**src/rtl/demux_pkg.sv**
```systemverilog
// Shared definitions for the demux_dist distributor: default data width,
// channel count and the channel-selection mode encoding.
package demux_pkg;

    localparam int unsigned WIDTH_DEF = 4;
    localparam int unsigned NUM_CHAN  = 4;

    typedef enum logic {
        MODE_SEL = 1'b0,
        MODE_RR  = 1'b1
    } mode_e;

endpackage : demux_pkg

```
**src/rtl/demux_chan.sv**
```systemverilog
// One distributor channel: data register plus valid flag.
// A load and an ack on the same edge resolve in favour of the load.
module demux_chan #(
    parameter int unsigned WIDTH = 4
) (
    input  logic             clk,
    input  logic             rst_n,
    input  logic             load,
    input  logic             ack,
    input  logic [WIDTH-1:0] din,
    output logic [WIDTH-1:0] data,
    output logic             vld
);

    always_ff @(posedge clk or negedge rst_n) begin
        if (!rst_n) begin
            data <= '0;
            vld  <= 1'b0;
        end else if (load) begin
            data <= din;
            vld  <= 1'b1;
        end else if (ack) begin
            vld  <= 1'b0;
        end
    end

endmodule : demux_chan

```
**src/rtl/demux_dist.sv**
```systemverilog
// Four-channel data distributor: routes din to a channel chosen by sel or by a
// round-robin pointer, tracks per-channel valid flags and a sticky overflow.
module demux_dist
    import demux_pkg::*;
#(
    parameter int unsigned WIDTH = WIDTH_DEF
) (
    input  logic             clk,
    input  logic             rst_n,
    input  logic             en_n,
    input  logic             mode,
    input  logic [1:0]       sel,
    input  logic             load,
    input  logic [WIDTH-1:0] din,
    input  logic [3:0]       ack,
    output logic [WIDTH-1:0] z0,
    output logic [WIDTH-1:0] z1,
    output logic [WIDTH-1:0] z2,
    output logic [WIDTH-1:0] z3,
    output logic [3:0]       vld,
    output logic [1:0]       ptr,
    output logic             ovf
);

    logic                accepted;
    logic                rr_mode;
    logic [1:0]          target;
    logic [NUM_CHAN-1:0] load_vec;
    logic [NUM_CHAN-1:0] ack_vec;
    logic [NUM_CHAN-1:0] vld_int;
    logic [WIDTH-1:0]    data [NUM_CHAN];

    always_comb begin
        accepted = load & ~en_n;
        rr_mode  = (mode_e'(mode) == MODE_RR);
        target   = rr_mode ? ptr : sel;
        ack_vec  = en_n ? '0 : ack;
        load_vec = '0;
        for (int unsigned i = 0; i < NUM_CHAN; i++) begin
            if (accepted && (target == 2'(i))) begin
                load_vec[i] = 1'b1;
            end
        end
    end

    for (genvar g = 0; g < NUM_CHAN; g++) begin : g_chan
        demux_chan #(.WIDTH(WIDTH)) u_chan (
            .clk   (clk),
            .rst_n (rst_n),
            .load  (load_vec[g]),
            .ack   (ack_vec[g]),
            .din   (din),
            .data  (data[g]),
            .vld   (vld_int[g])
        );
    end

    // Overflow is judged on the pre-edge flag; a same-edge ack frees the slot.
    always_ff @(posedge clk or negedge rst_n) begin
        if (!rst_n) begin
            ptr <= '0;
            ovf <= 1'b0;
        end else begin
            if (accepted && rr_mode) begin
                ptr <= ptr + 2'd1;
            end
            if (accepted && vld_int[target] && !ack[target]) begin
                ovf <= 1'b1;
            end
        end
    end

    always_comb begin
        z0  = en_n ? '0 : data[0];
        z1  = en_n ? '0 : data[1];
        z2  = en_n ? '0 : data[2];
        z3  = en_n ? '0 : data[3];
        vld = en_n ? '0 : vld_int;
    end

endmodule : demux_dist

```
**config.mk**
```make
export PLATFORM = sky130hd
export DESIGN_NAME = demux_dist
export DESIGN_NICKNAME = d
export VERILOG_FILES = /design/src/rtl/demux_pkg.sv /design/src/rtl/demux_chan.sv /design/src/rtl/demux_dist.sv
export SDC_FILE = /design/constraint.sdc
export NUM_CORES = 1
export LEC_CHECK = 0
export BUFFER_PORTS_ARGS = -buffer_cell sky130_fd_sc_hd__buf_2
export CORE_ASPECT_RATIO = 0.75
export CORE_MARGIN = 2
export CORE_UTILIZATION = 50
export DETAILED_ROUTE_END_ITERATION = 10
export PLACE_DENSITY_LB_ADDON = 0.12
export SETUP_SLACK_MARGIN = 0.02
export SLEW_MARGIN = 20
export SYNTH_ARGS = -nofsm -noshare
export SYNTH_HDL_FRONTEND = slang
export SYNTH_SLANG_ARGS = --single-unit
```
**constraint.sdc**
```tcl
create_clock -name clk -period 3.85 [get_ports clk]
set_input_delay 0.77 -clock clk [delete_from_list [all_inputs] [get_ports clk]]
set_output_delay 0.77 -clock clk [all_outputs]
set_load 0.01 [all_outputs]
```
# After elaboration in Yosys (flattened, before gate mapping)
# Index checks and enable logic that the tools add are counted.
dict set report word_totals {
  ff_bits 23
  input_bits 15
  out_inout_bits 23
  elab_cells 53
}
dict set report op_classes {
  addsub 1
  n_lt_le_gt_ge 1
  eq_ne 3
  muxes 23
  bitwise_logic 2
  reduce_logical 13
}
# cell count
set ops {}
lappend ops {{4-bit two-way mux} 6}
lappend ops {{1-bit two-way mux} 14}
lappend ops {{2-bit nonzero test} 4}
lappend ops {{1-bit logical AND} 7}
lappend ops {{1-bit binary-select mux with 2-bit select} 2}
lappend ops {{2-bit equality test (second input constant)} 2}
lappend ops {{2-bit by 3-bit < comparator with 1-bit output (second input constant)} 1}
lappend ops {{2-bit by 1-bit adder with 2-bit output (second input constant)} 1}
lappend ops {{2-bit by 1-bit equality test with 1-bit output (second input constant)} 1}
lappend ops {{2-bit logical NOT} 1}
lappend ops {{2-bit two-way mux} 1}
lappend ops {{1-bit AND} 1}
lappend ops {{1-bit logical NOT} 1}
lappend ops {{1-bit NOT} 1}

# Depth between registers and ports, before layout
# Gate-level depths: netlist of run 1.
dict set report depth {
  word_depth 5
  ltp_mapped 4
  depth_no_buf 3
}

# Modules after synthesis
# Synthesis of run 1 repeated with hierarchy kept, for this count alone.
dict set report hier_totals {
  cells_unflattened 93
  hier_area_um2 1111.1
}
# module n_inst cells_per_inst area_per_inst_um2 seq_area_each_um2
set by_module_without_submodules {}
lappend by_module_without_submodules {demux_chan 4 11 182.7 125.1}
lappend by_module_without_submodules {demux_dist 1 49 380.4 75.1}

# Worst setup path before layout of run 1
# OpenSTA, ideal clock, no wires.
dict set report synth_timing {
  path_type {input port to output port}
  from {in en_n}
  to {out vld[2]}
  arrival_time_ns 1.154
  slack_ns 1.926
  stages 2
  n_path_buf 1
  cell_sequence {clkbuf_1 nor2b_1}
}
dict set report synth_via {
  elab_chain_len 1
}
# item line
set synth_lines {}
lappend synth_lines {{start, declared} demux_dist.sv:10} ;# input logic en_n,
lappend synth_lines {{4-bit two-way mux} demux_dist.sv:78} ;# vld = en_n ? '0 : vld_int;
lappend synth_lines {{end, declared} demux_dist.sv:20} ;# output logic [3:0] vld,
# No other way between the ends.

# Final worst setup path of run 1
dict set report layout_timing {
  from {in en_n}
  to {out z1[1]}
}
dict set report layout_via {
  elab_chain_len 1
}
# item line
set layout_lines {}
lappend layout_lines {{4-bit two-way mux} demux_dist.sv:75} ;# z1 = en_n ? '0 : data[1];
lappend layout_lines {{end, declared} demux_dist.sv:17} ;# output logic [WIDTH-1:0] z1,
# No other way between the ends.

==> flow_summary.toml, run 1 <==
[outcome]
status = "complete, no violations"

[routing]
drt_iter0_drc = 14
wl_per_cell_um = 13.5
totalWireLength_um = 2140
vias = 806
viasPerCell = 5.10
remaining_drc_errors = 0
dr.pass1.iters = 3
detail-route-antenna-nets = 0

[logic_synthesis]
netlist_area_um2 = 1150
synth.distinct_cells = 23
synth-simple-area-share_pct = 19.4
synth_common_cells = "23 x dfrtp_1, 20 x nor2b_1, 16 x mux2_2"
ys_ff_latch = 23
synth_area_leaders = "dfrtp_1 50%, mux2_2 16%, nor2b_1 11%"
synth_compound_area_share_pct = 4.66
avgSynthCellArea_um2 = 12.2
synth-edff-count = 0
synth-xor-area-share_pct = 1.52
ys.flop_type = "dfrtp_1"
synth_top_family_by_area = "multiplexers"
synth_top_cell_by_area = "dfrtp_1"
syn-num-nets = 110
ys_seq_area_share_pct = 49.8
muxShareOfSynthArea_pct = 21.7
synthCells = 95
synth.most_common_cell = "dfrtp_1"
synth_top_cell_area_share_pct = 49.8
synth_fa_ha_area_share_pct = 0
yosysWarnings = 0
synth-async-reset-ratio_pct = 100

[clock_network]
cts_htree_levels = 1
clkSinkCount = 23
cts.path.max_buffers = 2
post_cts_buffers = 0
post_cts_resized = 0
clk_pin_slew_ps = 130
ctsHoldBuffers = 0
numCtsBuffers = 3
cts_tree = "done"
cts-root-buf = "clkbuf_4"
clk_latency_ps = 320

[critical_path]
rr_startpoint = "ptr[0]"
critPathMaxStageDelay_ps = 370
worstPathCellList = "buf_2 > nor2b_1 > buf_2"
reg2reg_to = "g_chan[2].u_chan.data[0]"
critPathCapture = "z1[1]"
startpoint_type = "primary input"
r2r_cells = 3
crit_start = "en_n"
crit_top_cell = "buf_2"
critPathCaptureType = "output port"
rrSetupSlack_ps = 2310
cp.required_ps = 3080
path_class = "in -> out"
crit_path_top_delay_cell = "buf_2"
path_max_fanout = 26
critPathArrivalTime_ps = 1410

[die]
fp.dieW_um = 59.5
core_um2 = 2230
die-area_um2 = 2710
start_util_pct = 51.7
num_rows = 15
die_h_um = 45.6
ios = 38

[power]
total_power_mw = 0.834
pwr_density_cell_nw_per_um2 = 603
leakage_nw = 0.679
ir_drop_mv = 0.359

[timing]
fmax_mhz = 459
rsz0062_at_grt = "false"
finalSetupTns_ps = 0
period_minus_slack_ps = 2180
setup_viol = 0
fin_ws_ps = 1670
worst_slew_pin_slew_ps = 520
slew_headroom_pct = 65.3
final_hold_viol_count = 0
slew_violations = 0
finClkSkew_ps = 3.38
worst_hold_slack_ps = 407
period_share_pct = 56.6

[place]
place_area_um2 = 1350
port_buffers = 37
place_congestion = 0.784
place_ws_ps = 1680
placed_cells = 154
dpl.hpwl_um = 1590

[layout]
areaGrowthSynthToFinish_pct = 19.7
register_area_um2 = 576
fill_cells = 205
utilization_pct = 61.9
instances_no_fill = 158
final_nets = 149
multiInputGateArea_um2 = 546
drive_gt1_share_pct = 48.1
n_antenna_cell = 0
finalInstanceArea_um2 = 1380

[worst_hold_path]
min_path_type = "in -> async"

[global_routing]
grt_max_degree = 27
first_global_vias = 726
grt_first_pass_wirelength_um = 3430
antenna_found_initial = 0
grt_overflow = 0
track_usage_pct = 17.8

[job]
drv_cap = 0
[power breakdown]
part           total [mW]  internal [mW]  switching [mW]
clock               0.115         0.0397          0.0754
sequential          0.404          0.347          0.0579
combinational       0.314          0.183           0.131
[cells in the final DEF (no fill, tap or decap), drive strengths merged, types with 3 or more instances in the layout]
cell    synthesis  final
clkbuf          2      3
nor2b          20     20
mux2           17     17
dfrtp          23     23
inv             4      4
nand3           4      4
nand2b          5      5
buf             1     37
nand2           3      3
[state kept, by name, summed over array words and instances, names as in the netlist]
name,cells
g_chan.u_chan.data,16
ovf,1
ptr,2
g_chan.u_chan.vld,4
[routing by layer]
metal / part of all wire, % / vias up / global-route usage, %
met3: 5.5 / 4 / 5.40
met1: 48 / 387 / 24.5
met5: 0 / - / 0
met2: 45 / 22 / 27.5
li1: - / 393 / -
met4: 1.2 / 0 / 5.33
[critical path, delay by kind of cell]
family        cells  cell delay (ps)
buf+inv           2              530
simple gates      1              110
[final cells by class]
cell class	count	share of cell area, %
Sequential cell	23	41.6
Multi-Input combinational cell	65	39.5
Timing Repair Buffer	37	13.4
Tap cell	25	2.26
Clock buffer	3	1.63
Inverter	4	1.09
Clock inverter	1	0.543
[cell families after synthesis]
family,count (synthesis)
buf+inv,7
xor+xnor,2
mux,20
flops,23
simple gates,36
compound gates,7
[how the worst min path moves through the flow]
stage,from,end,slack (ps)
after floorplan,g_chan[3].u_chan.vld,g_chan[3].u_chan.vld,450
after global placement,ovf,ovf,450
after detailed placement,g_chan[3].u_chan.vld,g_chan[3].u_chan.vld,470
after CTS,rst_n,g_chan[0].u_chan.data[3],410
after global routing,rst_n,g_chan[3].u_chan.data[0],430
final,rst_n,ovf,410
Note: power is estimated with default switching activity, not from simulation.
==> inputs of run 2 (changes only) <==
- ABC_AREA: default -> 1
- CORE_UTILIZATION: 50 -> 45
- clock period: 3.85 -> 1.82 ns (I/O delays scaled with it)
==> run 2 against run 1 <==
Die area increased by 18%. Via count up 30%. Highest routed layer unchanged. Synthesized cell count up 65%. Power is 130% higher. Flip-flop and latch count did not move. Register-to-register slack worse by 1700 ps. Largest cell class unchanged. Combinational power rose by 130%. Synthesized area rose by 7.4%. Final area rose by 9.3%.
==> flow_summary.toml, run 2 <==
[layout]
areaGrowthSynthToFinish_pct = 21.9
finalInstanceArea_um2 = 1510
top_regs = "g_chan.u_chan.data x16, g_chan.u_chan.vld x4, ptr x2"
drive_gt1_share_pct = 27.0
regMostFlops = "g_chan.u_chan.data"
layout_commonest_cell = "buf_2"
fill_cells = 272
final_nets = 212
register_area_um2 = 576
n_antenna_cell = 0
multiInputGateArea_um2 = 520
final_cell_mix = "37 x buf_2, 36 x nand2_1, 33 x inv_1"
largest_register_ffs = 16

[logic_synthesis]
netlist_area_um2 = 1240
ys.flop_type = "dfrtp_1"
synth_top_cell_area_share_pct = 46.4
synth.most_common_cell = "nand2_1"
synth_common_cells = "36 x nand2_1, 33 x inv_1, 23 x dfrtp_1"
synth_top_cell_by_area = "dfrtp_1"
avgSynthCellArea_um2 = 7.90
synthCells = 157
synth-edff-count = 0
synth.distinct_cells = 17
ys_seq_area_share_pct = 46.4
syn-num-nets = 172
synth_area_leaders = "dfrtp_1 46%, nand2_1 11%, inv_1 10%"
ys_ff_latch = 23
synth-async-reset-ratio_pct = 100
yosysWarnings = 0

[clock_network]
post_cts_buffers = 0
clk_latency_ps = 260
post_cts_resized = 0
cts_tree = "done"
cts-root-buf = "clkbuf_8"
cts_htree_levels = 1
cts.path.max_buffers = 2
ctsHoldBuffers = 0
clkSinkCount = 23
clk_pin_slew_ps = 90
numCtsBuffers = 3

[die]
core_um2 = 2620
num_rows = 16
fp.dieW_um = 64.6
ios = 38
die-area_um2 = 3200
die_h_um = 49.5
start_util_pct = 47.3

[power]
leakage_nw = 0.861
pwr_density_cell_nw_per_um2 = 1250
ir_drop_mv = 0.772

[routing]
drt_iter0_drc = 39
wl_per_cell_um = 11.0
remaining_drc_errors = 0
totalWireLength_um = 2560
vias = 1049
viasPerCell = 4.52
dr.pass1.iters = 4
detail-route-antenna-nets = 0

[global_routing]
grt_overflow = 0
grt_max_degree = 26
antenna_found_initial = 0
grt_first_pass_wirelength_um = 4390
track_usage_pct = 17.9
first_global_vias = 987

[timing]
slew_headroom_pct = 66.1
rsz0062_at_grt = "false"
final_hold_viol_count = 0
finClkSkew_ps = 6.92
slew_violations = 0
finalSetupTns_ps = 0
worst_slew_pin_slew_ps = 508
period_share_pct = 77.1
fmax_mhz = 713
period_minus_slack_ps = 1400
setup_viol = 0

[critical_path]
rr_startpoint = "ptr[0]"
cp.required_ps = 1460
critPathCaptureType = "output port"
critPathArrivalTime_ps = 1040
path_class = "in -> out"
path_max_fanout = 25
startpoint_type = "primary input"
crit_start = "en_n"

[job]
drv_cap = 0

[place]
port_buffers = 37
place_congestion = 0.809
place_area_um2 = 1460
dpl.hpwl_um = 1980

[worst_hold_path]
min_path_type = "in -> async"

[outcome]
status = "complete, no violations"
[run 2: cell types whose count changed after synthesis, sizes merged, moves of 2 or more]
cell,before,now
mux2i,2,0
nand2,3,41
nand2b,5,0
nor2b,20,0
o21ai,2,20
a21o,2,0
nand3,4,11
inv,4,35
mux2,17,0
nor2,1,23
[run 2: through the flow]
stage	hold WS, ps	utilization (%)	setup WS, ps	cells	power [mW]
floorplan	68.4	-	710	157	1.35
CTS	78.7	57.6	410	232	1.92
detailed placement	366	55.8	410	228	1.60
global placement	360	55.8	424	228	1.57
finish	61.3	57.6	417	232	1.89
global route	88.8	57.6	340	232	2.07
[run 2: power breakdown]
group | total (mW) | internal (mW) | leakage, nW | switching [mW]
Sequential | 0.854 | 0.726 | 0.285 | 0.128
Combinational | 0.722 | 0.291 | 0.555 | 0.431
Clock | 0.318 | 0.155 | 0.0217 | 0.163
Total | 1.89 | 1.17 | 0.861 | 0.721
[run 2: kinds of logic after synthesis]
family	after synthesis	synth area share, %
buf+inv	37	11.6
simple gates	75	32.5
xor+xnor	2	1.41
compound gates	20	8.07
flops	23	46.4
[run 2: routing by layer]
metal,track usage (%),vias to the layer above,part of all wire [%]
li1,-,548,-
met1,23.9,478,48
met2,29.2,21,47
met3,5.02,2,4.2
met4,4.26,0,0.51
met5,0,-,0
[run 2: layout make-up]
type                    instances  share of cell area (%)
clock inverters                 1                   0.497
multi-input cells              97                    34.4
flip-flops and latches         23                    38.1
well taps                      36                    2.98
inverters                      35                    9.02
clock buffers                   3                    2.73
repair buffers                 37                    12.3
[run 2: worst max-delay path, cell delays in order]
cell and delay (ps):
buf_2 410, nor2_1 100, buf_2 160
[run 2: final timing paths]
| check | endpoint | slack, ps | cells past startpoint |
|---|---|---|---|
| worst max-delay path | z3[0] | 420 | 3 |
| worst min-delay path | g_chan[0].u_chan.data[1] | 60 | 1 |
| worst max register to register | ovf | 610 | 8 |
| worst min register to register | ovf | 470 | 2 |
| max in group asynchronous | g_chan[1].u_chan.data[1] | 1410 | 1 |
| min in group clk | g_chan[0].u_chan.data[0] | 400 | 3 |
==> inputs of run 3 (changes only) <==
- CORE_UTILIZATION: 45 -> 50
- clock period: 1.82 -> 1.4 ns (I/O delays scaled with it)
==> run 3 against run 2 <==
First-iteration DRC count fell by 15%. Power rose by 25%. Core utilization rose by 6.7 points. Count of clock-buffer cells in the layout rose by 1.
==> flow_summary.toml, run 3 (synthesis results as in run 2) <==
[outcome]
status = "complete, no violations"

[clock_network]
ctsHoldBuffers = 1
cts_htree_levels = 1
clkSinkCount = 23
cts-root-buf = "clkbuf_4"
clk_latency_ps = 310
post_cts_resized = 0
cts.path.max_buffers = 2
cts_tree = "done"
post_cts_buffers = 0
numCtsBuffers = 3
clk_pin_slew_ps = 120

[timing]
period_minus_slack_ps = 1260
slew_violations = 0
fmax_mhz = 796
rsz0062_at_grt = "false"
worst_slew_pin_slew_ps = 511
setup_viol = 0
period_share_pct = 89.8
final_hold_viol_count = 0
finClkSkew_ps = 8.35
finalSetupTns_ps = 0
worst_hold_slack_ps = 254
slew_headroom_pct = 65.9

[power]
ir_drop_mv = 0.835
leakage_nw = 0.858
pwr_density_cell_nw_per_um2 = 1580

[routing]
viasPerCell = 4.57
wl_per_cell_um = 11.4
vias = 1055
totalWireLength_um = 2640
remaining_drc_errors = 0
detail-route-antenna-nets = 0
dr.pass1.iters = 4
drt_iter0_drc = 33

[die]
fp.dieW_um = 61.5
core_um2 = 2330
num_rows = 15
start_util_pct = 53.3
die-area_um2 = 2900
die_h_um = 47.1
ios = 38

[layout]
layout_commonest_cell = "buf_2"
final_nets = 213
areaGrowthSynthToFinish_pct = 20.7
drive_gt1_share_pct = 26.4
n_antenna_cell = 0
top_regs = "g_chan.u_chan.data x16, g_chan.u_chan.vld x4, ptr x2"
largest_register_ffs = 16
regMostFlops = "g_chan.u_chan.data"
instances_no_fill = 231
final_cell_mix = "37 x buf_2, 36 x nand2_1, 33 x inv_1"
finalInstanceArea_um2 = 1500

[place]
placed_cells = 226
port_buffers = 37
place_congestion = 0.818
dpl.hpwl_um = 2020
place_area_um2 = 1460

[worst_hold_path]
min_path_type = "in -> reg"
worst_hold_path.num_cells = 4

[critical_path]
critPathArrivalTime_ps = 980
path_class = "reg -> out"
critPathCaptureType = "output port"
r2r_cells = 8
startpoint_type = "flop"
cp.required_ps = 1120
path_max_fanout = 3

[global_routing]
grt_max_degree = 26
antenna_found_initial = 0
track_usage_pct = 20.8
grt_first_pass_wirelength_um = 4360
grt_overflow = 0
first_global_vias = 938

[job]
drv_cap = 0
[run 3: cell count changes in the layout (fill, tap and decap cells not counted), sizes merged]
cell / delta
clkbuf: +1
clkinvlp: -1
dlygate4sd3: +1
[run 3: path summary, 6_finish.rpt]
path / endpoint / slack, ps / startpoint
min: g_chan[2].u_chan.vld / 250 / ack[2]
max reg2reg: ovf / 200 / ptr[0]
max: vld[0] / 140 / g_chan[0].u_chan.vld
min reg2reg: ovf / 490 / ovf
min in group asynchronous: g_chan[1].u_chan.vld / 450 / rst_n
max in group asynchronous: ptr[1] / 590 / rst_n
[run 3: routing by layer]
| layer | track usage (%) | vias to the layer above | share of wire, % |
|---|---|---|---|
| met5 | 0 | - | 0 |
| met4 | 3.83 | 0 | 0.53 |
| met3 | 5.79 | 2 | 4.9 |
| met2 | 32.0 | 27 | 45 |
| met1 | 29.9 | 477 | 50 |
| li1 | - | 549 | - |
[run 3: report_power, final]
part,switching [mW],internal (mW)
Combinational,0.565,0.380
Clock,0.189,0.111
Sequential,0.178,0.943
Total,0.932,1.43
[run 3: area by class of cell]
cell class / instances / area [um2]
Fill cell: 220 / 831
Sequential cell: 23 / 576
Multi-Input combinational cell: 97 / 520
Timing Repair Buffer: 38 / 195
Inverter: 35 / 136
Tap cell: 34 / 42.5
Clock buffer: 4 / 26.3
[run 3: through the flow]
| step | util [%] | setup slack (ps) | total power, mW |
|---|---|---|---|
| floorplan | - | 290 | 1.75 |
| global placement | 62.7 | 161 | 2.04 |
| detailed placement | 62.7 | 93.6 | 2.09 |
| CTS | 64.3 | 129 | 2.39 |
| global route | 64.3 | 54.6 | 2.59 |
| finish | 64.3 | 143 | 2.37 |
[run 3: worst max-delay path: stages (launching register included)]
cell and delay [ps]:
dfrtp_1 420, inv_1 60, nor2_1 30, buf_2 150
